**src/rtl/fft4_sched_if.sv**
```systemverilog
// -----------------------------------------------------------------------------
// fft4_sched_if
// Sample/result stream bundle for the fft4_sched frame sequencer.
//
//   s_valid / s_ready / s_data : input sample stream (source -> scheduler)
//   m_valid / m_ready / m_data : output result stream (scheduler -> sink)
//   m_last                     : marks bin 3 of every output frame
//
// Modports:
//   slave  - the scheduler: consumes samples, produces results
//   master - the sample source / result sink around it
// -----------------------------------------------------------------------------
interface fft4_sched_if #(
    parameter int WIDTH = 32
);
    logic             s_valid;
    logic             s_ready;
    logic [WIDTH-1:0] s_data;
    logic             m_valid;
    logic             m_ready;
    logic [WIDTH-1:0] m_data;
    logic             m_last;

    modport slave (
        input  s_valid, s_data, m_ready,
        output s_ready, m_valid, m_data, m_last
    );

    modport master (
        output s_valid, s_data, m_ready,
        input  s_ready, m_valid, m_data, m_last
    );
endinterface

```
**src/rtl/fft4_sched.sv**
```systemverilog
// -----------------------------------------------------------------------------
// fft4_sched
// Frame sequencer for the 4-point FFT core. Packs four input samples into a
// frame, runs the core through start/done/rearm, then streams the four bins
// back out with m_last on bin 3. One frame in flight at a time.
//
// Ports:
//   clk, rst              single clock, synchronous active-high reset
//   bus (slave)           s_valid/s_ready/s_data in, m_valid/m_ready/m_data/m_last out
//   core_rst, core_start  drive the core's rst and start
//   core_done             core done
//   core_in0..3           frame samples 0..3 presented to the core
//   core_out0..3          core results, bins 0..3
//   frame_cnt             frames fully drained (wraps)
//   err                   one-cycle watchdog pulse
//
// Optional feature: define FFT4_SCHED_WDOG_EN to enable a WAIT watchdog of
// WDOG_CYCLES cycles. Without it err is tied 0 and WAIT waits indefinitely.
// -----------------------------------------------------------------------------
module fft4_sched #(
    parameter int WIDTH       = 32,
    parameter int WDOG_CYCLES = 16
) (
    input  logic             clk,
    input  logic             rst,
    fft4_sched_if.slave      bus,
    output logic             core_rst,
    output logic             core_start,
    input  logic             core_done,
    output logic [WIDTH-1:0] core_in0,
    output logic [WIDTH-1:0] core_in1,
    output logic [WIDTH-1:0] core_in2,
    output logic [WIDTH-1:0] core_in3,
    input  logic [WIDTH-1:0] core_out0,
    input  logic [WIDTH-1:0] core_out1,
    input  logic [WIDTH-1:0] core_out2,
    input  logic [WIDTH-1:0] core_out3,
    output logic [15:0]      frame_cnt,
    output logic             err
);

    typedef enum logic [2:0] {
        S_FILL,
        S_START,
        S_WAIT,
        S_REARM,
        S_DRAIN
    } state_t;

    state_t           state, state_nxt;
    logic [1:0]       idx;            // next input slot
    logic [1:0]       odx;            // bin currently on m_data
    logic [WIDTH-1:0] core_in_q [4];
    logic [WIDTH-1:0] result    [4];
    logic             accept, capture, take;

    assign core_in0 = core_in_q[0];
    assign core_in1 = core_in_q[1];
    assign core_in2 = core_in_q[2];
    assign core_in3 = core_in_q[3];

`ifdef FFT4_SCHED_WDOG_EN
    localparam int WCNT_W = $clog2(WDOG_CYCLES + 1);

    logic [WCNT_W-1:0] wcnt;
    logic              timed_out;     // limit reached last edge: abort this cycle
    logic              wdog_fire;     // limit reached at the coming edge
    logic              abort;
    logic              dropped;       // current REARM belongs to an aborted frame

    assign timed_out = (wcnt == WCNT_W'(WDOG_CYCLES));
`endif

    // NOTE: every signal written here gets a default first, so no path leaves
    // one unassigned and no latch is inferred.
    always_comb begin
        state_nxt = state;
        accept    = 1'b0;
        capture   = 1'b0;
        take      = 1'b0;
`ifdef FFT4_SCHED_WDOG_EN
        wdog_fire = 1'b0;
        abort     = 1'b0;
`endif
        case (state)
            S_FILL: begin
                accept = bus.s_valid & bus.s_ready;
                if (accept && idx == 2'd3) state_nxt = S_START;
            end
            S_START: state_nxt = S_WAIT;
            S_WAIT: begin
`ifdef FFT4_SCHED_WDOG_EN
                // Done sampled on the limit edge still wins; the err cycle
                // itself ignores done and always aborts.
                if (timed_out) begin
                    abort     = 1'b1;
                    state_nxt = S_REARM;
                end else if (core_done) begin
                    capture   = 1'b1;
                    state_nxt = S_REARM;
                end else if (wcnt == WCNT_W'(WDOG_CYCLES - 1)) begin
                    wdog_fire = 1'b1;
                end
`else
                if (core_done) begin
                    capture   = 1'b1;
                    state_nxt = S_REARM;
                end
`endif
            end
            S_REARM: begin
`ifdef FFT4_SCHED_WDOG_EN
                state_nxt = dropped ? S_FILL : S_DRAIN;
`else
                state_nxt = S_DRAIN;
`endif
            end
            S_DRAIN: begin
                take = bus.m_valid & bus.m_ready;
                if (take && odx == 2'd3) state_nxt = S_FILL;
            end
            default: state_nxt = S_FILL;
        endcase
    end

    // NOTE: sequential state uses non-blocking assignments only, so every
    // register samples the pre-edge values regardless of statement order.
    always_ff @(posedge clk) begin
        if (rst) begin
            state       <= S_FILL;
            idx         <= 2'd0;
            odx         <= 2'd0;
            bus.s_ready <= 1'b0;
            bus.m_valid <= 1'b0;
            bus.m_last  <= 1'b0;
            bus.m_data  <= '0;
            core_start  <= 1'b0;
            core_rst    <= 1'b1;
            core_in_q   <= '{default: '0};
            frame_cnt   <= 16'd0;
        end else begin
            state <= state_nxt;
            // Strobes are decoded from the next state so they are registered
            // and line up exactly with the state they belong to.
            bus.s_ready <= (state_nxt == S_FILL);
            core_start  <= (state_nxt == S_START);
            core_rst    <= (state_nxt == S_REARM);

            if (accept) begin
                core_in_q[idx] <= bus.s_data;
                idx            <= idx + 2'd1;
            end

            if (state == S_REARM && state_nxt == S_DRAIN) begin
                bus.m_valid <= 1'b1;
                bus.m_data  <= result[0];
                bus.m_last  <= 1'b0;
                odx         <= 2'd0;
            end

            // m_data/m_last only move on a handshake, so they hold under
            // backpressure.
            if (take) begin
                if (odx == 2'd3) begin
                    bus.m_valid <= 1'b0;
                    bus.m_last  <= 1'b0;
                    frame_cnt   <= frame_cnt + 16'd1;
                end else begin
                    odx        <= odx + 2'd1;
                    bus.m_data <= result[odx + 2'd1];
                    bus.m_last <= (odx == 2'd2);
                end
            end
        end
    end

    // NOTE: the result bank has no reset; it is only read in DRAIN, which is
    // always preceded by a capture.
    always_ff @(posedge clk) begin
        if (capture) begin
            result[0] <= core_out0;
            result[1] <= core_out1;
            result[2] <= core_out2;
            result[3] <= core_out3;
        end
    end

`ifdef FFT4_SCHED_WDOG_EN
    always_ff @(posedge clk) begin
        if (rst) begin
            wcnt    <= '0;
            err     <= 1'b0;
            dropped <= 1'b0;
        end else begin
            err <= wdog_fire;
            if (state != S_WAIT)  wcnt <= '0;
            else if (!timed_out)  wcnt <= wcnt + 1'b1;
            if (abort)                 dropped <= 1'b1;
            else if (state == S_REARM) dropped <= 1'b0;
        end
    end
`else
    logic [31:0] unused_wdog;
    assign unused_wdog = 32'(WDOG_CYCLES);
    assign err         = 1'b0;
`endif

endmodule

```
**src/flat_wrapper.sv**
```systemverilog
// flat-port wrapper written by rule: the top's interface ports become plain ports
module fft4_sched_flat 
#(
    parameter int WIDTH       = 32,
    parameter int WDOG_CYCLES = 16
)
  (clk, rst, core_rst, core_start, core_done, core_in0, core_in1, core_in2, core_in3, core_out0, core_out1, core_out2, core_out3, frame_cnt, err, bus_s_valid, bus_s_data, bus_m_ready, bus_s_ready, bus_m_valid, bus_m_data, bus_m_last);
  fft4_sched_if #(.WIDTH(WIDTH)) bus_i ();
  input  logic clk;
  input  logic rst;
  output logic core_rst;
  output logic core_start;
  input  logic core_done;
  output logic [WIDTH-1:0] core_in0;
  output logic [WIDTH-1:0] core_in1;
  output logic [WIDTH-1:0] core_in2;
  output logic [WIDTH-1:0] core_in3;
  input  logic [WIDTH-1:0] core_out0;
  input  logic [WIDTH-1:0] core_out1;
  input  logic [WIDTH-1:0] core_out2;
  input  logic [WIDTH-1:0] core_out3;
  output logic [15:0] frame_cnt;
  output logic err;
  input wire logic [$bits(bus_i.s_valid)-1:0] bus_s_valid;
  input wire logic [$bits(bus_i.s_data)-1:0] bus_s_data;
  input wire logic [$bits(bus_i.m_ready)-1:0] bus_m_ready;
  output wire logic [$bits(bus_i.s_ready)-1:0] bus_s_ready;
  output wire logic [$bits(bus_i.m_valid)-1:0] bus_m_valid;
  output wire logic [$bits(bus_i.m_data)-1:0] bus_m_data;
  output wire logic [$bits(bus_i.m_last)-1:0] bus_m_last;
  assign bus_i.s_valid = bus_s_valid;
  assign bus_i.s_data = bus_s_data;
  assign bus_i.m_ready = bus_m_ready;
  assign bus_s_ready = bus_i.s_ready;
  assign bus_m_valid = bus_i.m_valid;
  assign bus_m_data = bus_i.m_data;
  assign bus_m_last = bus_i.m_last;
  fft4_sched #(.WIDTH(WIDTH), .WDOG_CYCLES(WDOG_CYCLES)) u_core (.clk(clk), .rst(rst), .bus(bus_i), .core_rst(core_rst), .core_start(core_start), .core_done(core_done), .core_in0(core_in0), .core_in1(core_in1), .core_in2(core_in2), .core_in3(core_in3), .core_out0(core_out0), .core_out1(core_out1), .core_out2(core_out2), .core_out3(core_out3), .frame_cnt(frame_cnt), .err(err));
endmodule
```
**config.mk**
```make
export PLATFORM = sky130hd
export DESIGN_NAME = fft4_sched_flat
export DESIGN_NICKNAME = d
export VERILOG_FILES = /design/src/rtl/fft4_sched_if.sv /design/src/rtl/fft4_sched.sv /design/src/flat_wrapper.sv
export SDC_FILE = /design/constraint.sdc
export NUM_CORES = 1
export LEC_CHECK = 0
export ABC_CLOCK_PERIOD_IN_PS = 5100
export CORE_ASPECT_RATIO = 0.6
export CORE_MARGIN = 8
export CORE_UTILIZATION = 45
export CTS_CLUSTER_DIAMETER = 100
export DETAILED_ROUTE_END_ITERATION = 6
export PLACE_DENSITY = 0.77
export REMOVE_ABC_BUFFERS = 1
export SLEW_MARGIN = 20
export SYNTH_ARGS = -nofsm -noshare
export SYNTH_HDL_FRONTEND = slang
export SYNTH_SLANG_ARGS = --single-unit
```
**constraint.sdc**
```tcl
create_clock -name clk -period 5.1 [get_ports clk]
set_input_delay 0.765 -clock clk [delete_from_list [all_inputs] [get_ports clk]]
set_output_delay 0.765 -clock clk [all_outputs]
set_load 0.02 [all_outputs]
```
==> run_results.csv, run 1 <==
group,metric,value,unit
sta,tightestPinTransition,0.796,ns
synth,synth_async_sr_flop_share,0,%
sta,post-route-min-period,2.79,ns
grt,grt_max_degree,101,
synth,ys_ff_latch,316,
layout,area_growth,39.4,%
cts,h-tree-depth,1,
placement,place_area,0.0154,mm^2
grt,met2_usage,35.3,%
placement,place_congestion,0.833,
setup_path,worstPathMaxFanout,73,
cts,cts_buffer_depth,3,
route,vias,8919,
min_path,hp-class,"reg -> reg",
grt,grt.total_usage,21.1,%
floorplan,ios,347,
grt,met1_usage,26.6,%
power_and_ir_drop,leakage,5.57,nW
cts,clk_pin_slew,0.06,ns
route,drc,0,
synth,yosysSeqAreaShare,65.0,%
synth,synth-edff-count,128,
sta,finalMaxSlewViolations,0,
floorplan,die_area,0.0316,mm^2
cts,clock_sinks,316,
route,dr.pass1.iters,5,
synth,synthFlopType,"dfxtp_1",
floorplan,start_util,46.1,%
sta,setup_viol,0,
cts,holdBufCountCts,0,
floorplan,row_count,45,
synth,synth_area,0.0117,mm^2
cts,post-cts-setup-buffers,0,
setup_path,crit_arrival,2.99,ns
setup_path,path_class,"in -> reg",
floorplan,fp.dieW,224,um
placement,post-dp-hpwl,24500,um
grt,grt-ovfl-total,0,
sta,fmaxAchievable,359,MHz
sta,setup_tns,0,ns
sta,hold_viol,0,
route,routed_via_density,5.19,
layout,layout_common_cells,"344 x clkdlybuf4s50_1, 267 x nand2_1, 187 x dfxtp_1",
power_and_ir_drop,power,5.00,mW
grt,grt_pass1_wl,52800,um
grt,antenna_found_initial,3,
floorplan,die_y,141,um
power_and_ir_drop,p_per_area,306,mW/mm^2
synth,ys_types,45,
route,ant_nets,0,
setup_path,worst-r2r-cell-count,5,
grt,met3_usage,6.52,%
floorplan,coreArea,0.0254,mm^2
sta,fin_worst_skew,0.00997,ns
sta,rsz0062_at_grt,"no",
setup_path,cp.required,5.31,ns
setup_path,start_kind,"input pin",
sta,slew_headroom,46.9,%
outcome,status,"complete, no violations",
cts,root_buffer,"clkbuf_16",
cts,cts_buffers,29,
min_path,whs_path_depth,2,
cts,cts_tree,"built",
route,drtIter0Drc,626,
grt,busiest_layer,"met2",
layout,finalNetCount,1513,
route,routed_wl,34700,um
placement,port_buffers,345,
synth,postSynthAreaPerCell,11.4,um^2
cts,post_cts_resized,0,
synth,ys_warn_count,0,
cts,clock_insertion_delay_worst_skew,0.55,ns
route,wl_per_cell,20.2,um
power_and_ir_drop,irDropWorstVdd,0.000265,V
job,cap_violations,0,
grt,first_global_vias,9017,
sta,min_period_over_period,54.6,%
layout,final_area,0.0163,mm^2
setup_path,worstSetupEndpointType,"register",
layout,final_common_cell,"clkdlybuf4s50_1",
synth,postSynthCellCount,1023,
layout,drive_above_1_share,7.26,%
==> synthesized netlist by cell type (all sizes together) (2+ instances only) <==
library cell    n  area, um^2
a211oi         33         248
a21oi         139         696
and2            3        18.8
and3            2        12.5
and3b           4        35.0
buf             7        41.3
clkbuf         66         248
dfxtp         188        3760
edfxtp        128        3840
ha              7        87.6
inv             4        15.0
mux2            2        22.5
mux2i          34         340
mux4           32         721
nand2         267        1000
nand2b          2        12.5
nand3           5        25.0
nand3b          5        37.5
nand4           7        43.8
nor2           44         165
nor2b           3        18.8
nor3            5        25.0
o21ai           7        35.0
or3             6        42.5
or4             2        18.8
xnor2           4        35.0
xor2            4        35.0
==> state kept, by name, summed over array words and instances (netlist names), 2 cells and up <==
signal / flops
u_core.core_in0: 32
u_core.odx: 2
u_core.core_in1: 32
u_core.frame_cnt: 16
u_core.state: 3
u_core.result: 128
u_core.core_in2: 32
u_core.idx: 2
u_core.core_in3: 32
u_core.bus.m_data: 32
==> per-layer routing <==
metal / vias to the layer above / share of wire (%)
met2: 312 / 48
met3: 54 / 7.9
met4: 2 / 2.4
met1: 4326 / 41
li1: 4225 / -
met5: - / 0.032
==> cell type report <==
| class | count | area, um^2 |
|---|---|---|
| clock buffers | 41 | 812 |
| repair buffers | 360 | 3580 |
| multi-input cells | 630 | 3790 |
| flip-flops and latches | 316 | 7610 |
| inverters | 4 | 17.5 |
| fillers | 1928 | 9080 |
| clock inverters | 12 | 61.3 |
| diodes | 2 | 5.00 |
| well taps | 352 | 440 |
==> worst max-delay path, stage by stage <==
cell and delay, ns:
clkdlybuf4s50_1 0.49, or4bb_2 0.69, inv_4 0.55, buf_12 0.41
==> final timing paths <==
kind	from	to	slack (ns)
setup / recovery	core_done	u_core.result[2][31]	2.31
setup reg to reg	u_core.state[2]	u_core.odx[0]	2.57
hold reg to reg	u_core.core_in2[23]	u_core.core_in2[23]	0.45
hold / removal	u_core.core_in2[23]	u_core.core_in2[23]	0.45
==> where the power goes <==
group / switching, mW / total (mW) / internal [mW]
Combinational: 0.148 / 0.318 / 0.170
Clock: 0.913 / 2.02 / 1.11
Sequential: 0.0131 / 2.66 / 2.65
Total: 1.07 / 5.00 / 3.93
==> cell families after synthesis <==
group | after synthesis | synth area share (%)
muxes | 68 | 9.26
AOI/OAI and AO/OA | 184 | 8.72
other | 1 | 0.0321
adders and majority gates | 7 | 0.749
and+or+nand+nor | 362 | 13.0
DFF | 316 | 65.0
buffers and inverters | 77 | 2.60
xor gates and xnor gates | 8 | 0.599
==> through the flow <==
stage	setup slack (ns)	utilization (%)	hold WS, ns	cells
6_report	2.31	64.2	0.454	1717
5_1_grt	2.22	64.2	0.468	1717
4_1_cts	2.32	64.2	0.454	1715
3_5_place_dp	1.74	60.8	0.446	1662
3_3_place_gp	1.77	60.8	0.440	1662
2_1_floorplan	0.714	-	0.518	950
Note: power is estimated with default switching activity, not from simulation.
==> run 2, diff against run 1 <==
--- a/config.mk
+++ b/config.mk
@@ -5,7 +5,7 @@
 export SDC_FILE = /design/constraint.sdc
 export NUM_CORES = 1
 export LEC_CHECK = 0
-export ABC_CLOCK_PERIOD_IN_PS = 5100
+export ABC_CLOCK_PERIOD_IN_PS = 2700
 export CORE_ASPECT_RATIO = 0.6
 export CORE_MARGIN = 8
 export CORE_UTILIZATION = 45
==> constraint.sdc (replaced) <==
create_clock -name clk -period 2.7 [get_ports clk]
set_input_delay 0.405 -clock clk [delete_from_list [all_inputs] [get_ports clk]]
set_output_delay 0.405 -clock clk [all_outputs]
set_load 0.02 [all_outputs]
==> run 2 against run 1 <==
  * Total power is 95% higher
  * Cell count is 0.82% higher
  * Critical endpoint is now u_core.frame_cnt[11]
  * Design area is 1.7% higher
  * Sequential share of layout area is 0.79 points lower
  * Clock power is 100% higher
  * Global-route usage is 0.38 points higher
  * Largest power group unchanged
  * Critical path depth stayed put
  * Register-to-register slack worse by 2.2 ns
  * Via count is 1.4% higher
  * Hold slack worse by 0.17 ns
  * Wire length is 1.4% higher
==> run_results.csv, run 2 (synthesis results as in run 1) <==
group,metric,value,unit
cts,post-cts-setup-buffers,0,
placement,place_congestion,0.854,
route,routed_wl,35200,um
sta,slew_headroom,55.1,%
sta,rsz0062_at_grt,"no",
sta,hold_viol,0,
sta,tightestPinTransition,0.672,ns
floorplan,row_count,45,
cts,clock_insertion_delay_worst_skew,0.56,ns
setup_path,path_class,"reg -> reg",
setup_path,worstPathMaxFanout,14,
cts,clock_sinks,316,
outcome,status,"complete, no violations",
layout,layout_common_cells,"344 x clkdlybuf4s50_1, 267 x nand2_1, 187 x dfxtp_1",
setup_path,worstSetupEndpointType,"register",
sta,fin_worst_skew,0.0108,ns
layout,final_common_cell,"clkdlybuf4s50_1",
floorplan,die_area,0.0316,mm^2
grt,grt.total_usage,21.5,%
grt,grt_max_degree,74,
cts,h-tree-depth,1,
power_and_ir_drop,leakage,5.73,nW
setup_path,cp.required,3.19,ns
layout,area_growth,41.8,%
layout,final_area,0.0166,mm^2
floorplan,ios,347,
layout,finalNetCount,1527,
grt,first_global_vias,9140,
setup_path,start_kind,"register",
sta,finalMaxSlewViolations,0,
sta,setup_viol,0,
floorplan,start_util,46.1,%
min_path,hp-class,"in -> reg",
sta,min_period_over_period,84.7,%
route,wl_per_cell,20.3,um
cts,cts_buffer_depth,3,
job,cap_violations,0,
placement,dp.cells,1675,
route,drtIter0Drc,855,
power_and_ir_drop,p_per_area,587,mW/mm^2
route,ant_nets,0,
floorplan,die_y,141,um
sta,post-route-min-period,2.29,ns
cts,clk_pin_slew,0.06,ns
floorplan,fp.dieW,224,um
layout,max_flop_register,"u_core.result",
floorplan,coreArea,0.0254,mm^2
route,dr.pass1.iters,5,
route,drc,0,
layout,drive_above_1_share,8.78,%
cts,post_cts_resized,0,
route,routed_via_density,5.22,
placement,place_area,0.0156,mm^2
setup_path,crit_arrival,2.77,ns
layout,fin_cells,1731,
grt,grt-ovfl-total,0,
grt,grt_pass1_wl,53500,um
power_and_ir_drop,irDropWorstVdd,0.000563,V
layout,largest_reg_flops,128,
route,vias,9042,
placement,port_buffers,345,
cts,holdBufCountCts,0,
cts,cts_tree,"built",
placement,post-dp-hpwl,24700,um
cts,cts_buffers,30,
grt,antenna_found_initial,2,
sta,fmaxAchievable,437,MHz
cts,root_buffer,"clkbuf_16",
==> run 2: cell types whose count changed in the layout (fill, tap and decap cells not counted), moves of 2 or more <==
cell        delta
buf_12         +8
buf_4          +5
clkbuf_4       +2
clkbuf_8       +5
clkinv_1       -6
clkinvlp_4     -2
==> run 2: critical path, cell delays in order (launching register included) <==
cell     delay, ns
dfxtp_1       0.37
or3b_1        0.51
or4_4         0.66
or4_1         0.52
a21oi_1       0.15
==> run 2: power breakdown <==
part           total, mW  internal, mW  switching, mW
sequential          5.03          5.00         0.0250
combinational      0.612         0.327          0.285
clock               4.10          2.33           1.77
total               9.74          7.66           2.08
==> run 2: area by class of cell <==
cell class / count / area [um^2]
fill: 1917 / 8800
sequential: 316 / 7610
multi-input combinational: 630 / 3790
timing repair buffer: 373 / 3780
clock buffer: 49 / 922
tap: 352 / 440
clock inverter: 6 / 37.5
inverter: 4 / 17.5
antenna: 1 / 2.50
==> run 2: metal layers <==
metal | up-vias | global-route usage [%] | share of wire [%] | wire [um]
li1 | 4253 | - | - | -
met1 | 4350 | 27.7 | 41 | 14400
met2 | 371 | 34.4 | 47 | 16500
met3 | 66 | 6.28 | 8.6 | 3020
met4 | 2 | 7.42 | 3.3 | 1170
met5 | - | 0 | 0.028 | 10
==> run 2: final timing paths <==
kind | end | slack (ns) | startpoint | cells after the start
setup / recovery | u_core.frame_cnt[11] | 0.41 | u_core.state[0] | 4
hold / removal | u_core.frame_cnt[4] | 0.29 | rst | 2
setup reg to reg | u_core.frame_cnt[11] | 0.41 | u_core.state[0] | 4
hold reg to reg | u_core.core_in3[2] | 0.45 | u_core.core_in3[2] | 2
==> run 2: through the flow <==
stage	total power [mW]	setup slack [ns]	util, %	setup TNS, ns	hold slack (ns)
6_report	9.74	0.413	65.4	0	0.286
3_5_place_dp	5.75	0.223	61.6	0	0.446
5_1_grt	10.0	0.268	65.4	0	0.298
3_3_place_gp	5.74	0.226	61.6	0	0.441
4_1_cts	9.81	0.417	65.3	0	0.281
2_1_floorplan	5.27	-1.33	-	-193.09	0.474
==> run 3, diff against run 2 <==
--- a/config.mk
+++ b/config.mk
@@ -5,7 +5,7 @@
 export SDC_FILE = /design/constraint.sdc
 export NUM_CORES = 1
 export LEC_CHECK = 0
-export ABC_CLOCK_PERIOD_IN_PS = 2700
+export ABC_CLOCK_PERIOD_IN_PS = 2350
 export CORE_ASPECT_RATIO = 0.6
 export CORE_MARGIN = 8
 export CORE_UTILIZATION = 45
==> constraint.sdc (replaced) <==
create_clock -name clk -period 2.35 [get_ports clk]
set_input_delay 0.3525 -clock clk [delete_from_list [all_inputs] [get_ports clk]]
set_output_delay 0.3525 -clock clk [all_outputs]
set_load 0.02 [all_outputs]
==> run 3 against run 2 <==
  * Highest routed layer is now met4
  * Total power grew 12%
  * Count of clock-buffer cells in the layout fell by 2
  * Via count is 0.25% higher
  * Critical endpoint unchanged
  * Sequential power is 15% higher
  * Clock skew rose by 0.013 ns
  * Core utilization about the same
  * Sequential share of layout area barely moved
==> run_results.csv, run 3 (synthesis results as in run 1) <==
group,metric,value,unit
cts,clk_pin_slew,0.07,ns
layout,seq_area,0.00761,mm^2
route,ant_nets,0,
grt,grt_max_degree,62,
cts,post-cts-setup-buffers,0,
setup_path,path_class,"reg -> reg",
route,wl_met2,16700,um
sta,hold_viol,0,
grt,grt_pass1_wl,54100,um
sta,setup_viol,0,
grt,first_global_vias,9132,
sta,layout_setup_ws,0.195,ns
cts,cts_buffer_depth,3,
setup_path,crit_arrival,2.63,ns
layout,max_flop_register,"u_core.result",
cts,cts_buffers,29,
placement,port_buffers,345,
placement,post-dp-hpwl,25000,um
grt,grt-ovfl-total,0,
grt,antenna_found_initial,3,
route,wl_per_cell,20.2,um
sta,min_period_over_period,91.7,%
power_and_ir_drop,switching_share,21.3,%
layout,finalNetCount,1531,
placement,place_area,0.0157,mm^2
floorplan,row_count,45,
floorplan,ios,347,
power_and_ir_drop,p_comb_share,6.4,%
floorplan,fp.dieW,224,um
layout,final_area,0.0166,mm^2
route,drc,0,
sta,rsz0062_at_grt,"no",
setup_path,start_kind,"register",
setup_path,worstSetupEndpointType,"register",
cts,cts_tree,"built",
power_and_ir_drop,irDropWorstVdd,0.000548,V
power_and_ir_drop,power_switching,2.33,mW
route,routed_wl,35100,um
power_and_ir_drop,p_seq_share,52.9,%
sta,post-route-min-period,2.15,ns
power_and_ir_drop,intPower,8.60,mW
route,drtIter0Drc,871,
cts,clock_insertion_delay_worst_skew,0.56,ns
placement,place_ws,0.0553,ns
layout,largest_reg_flops,128,
layout,layout_common_cells,"344 x clkdlybuf4s50_1, 267 x nand2_1, 187 x dfxtp_1",
min_path,hp-class,"in -> reg",
floorplan,die_y,141,um
sta,fin_worst_skew,0.0241,ns
floorplan,coreArea,0.0254,mm^2
route,routed_via_density,5.22,
grt,grt.total_usage,21.6,%
sta,finalMaxSlewViolations,0,
power_and_ir_drop,clockPowerShare,40.7,%
power_and_ir_drop,leakage,5.73,nW
route,dr.pass1.iters,5,
sta,setup_tns,0,ns
layout,final_common_cell,"clkdlybuf4s50_1",
layout,n_fill_cell,1954,
cts,post_cts_resized,0,
power_and_ir_drop,p_per_area,658,mW/mm^2
layout,multi_input_area,0.00379,mm^2
route,wirelength_met1,14800,um
placement,place_congestion,0.862,
floorplan,start_util,46.1,%
cts,clock_sinks,316,
job,cap_violations,0,
power_and_ir_drop,power,10.9,mW
route,met3_length,2540,um
layout,drive_above_1_share,8.70,%
route,dr.max_layer_used,"met4",
route,vias,9065,
cts,h-tree-depth,1,
floorplan,die_area,0.0316,mm^2
layout,area_growth,41.9,%
cts,holdBufCountCts,0,
setup_path,cp.required,2.82,ns
sta,fmaxAchievable,464,MHz
outcome,status,"complete, no violations",
cts,root_buffer,"clkbuf_16",
setup_path,worstPathMaxFanout,14,
## run 3: cell count changes in the layout (fill, tap and decap cells not counted), moves of 2 or more
cell	change
clkbuf_1	+3
buf_12	+4
diode_2	+2
clkbuf_8	-4
## run 3: per-stage QoR
stage / utilization (%) / instances / hold slack [ns]
6_report: 65.4 / 1735 / 0.208
4_1_cts: 65.4 / 1732 / 0.182
3_3_place_gp: 61.9 / 1680 / 0.441
3_5_place_dp: 61.9 / 1680 / 0.445
2_1_floorplan: - / 950 / 0.422
5_1_grt: 65.4 / 1735 / 0.209
## run 3: area by class of cell
type | count | area share, %
Antenna cell | 3 | 0.0452
Clock buffer | 47 | 5.12
Clock inverter | 5 | 0.173
Inverter | 4 | 0.105
Multi-Input combinational cell | 630 | 22.8
Sequential cell | 316 | 45.8
Tap cell | 352 | 2.65
Timing Repair Buffer | 378 | 23.3
## run 3: path summary, 6_finish.rpt
path                                              to  slack [ns]                 from  cells past startpoint
worst max-delay path            u_core.frame_cnt[11]        0.20      u_core.state[0]                      4
worst min-delay path             u_core.frame_cnt[5]        0.21                  rst                      2
worst max register to register  u_core.frame_cnt[11]        0.20      u_core.state[0]                      4
worst min register to register   u_core.core_in1[13]        0.45  u_core.core_in1[13]                      2
## run 3: layer usage
layer / global-route usage [%] / vias up
met4: 7.04 / 0
met1: 27.8 / 4436
met2: 35.4 / 310
met5: 0 / -
met3: 5.59 / 57
li1: - / 4262
## run 3: power groups by stage
stage | Sequential (mW) | Combinational [mW] | Clock (mW)
floorplan | 5.96 | 0.102 | 0
global placement | 5.90 | 0.700 | 0
detailed placement | 5.90 | 0.703 | 0
CTS | 5.78 | 0.708 | 4.56
global route | 5.78 | 0.749 | 4.77
finish | 5.78 | 0.705 | 4.44
## run 3: worst max-delay path, cell delays in order, from the launching register on
cell,delay [ns]
dfxtp_1,0.36
or3b_1,0.42
or4_4,0.64
or4_1,0.52
a21oi_1,0.15
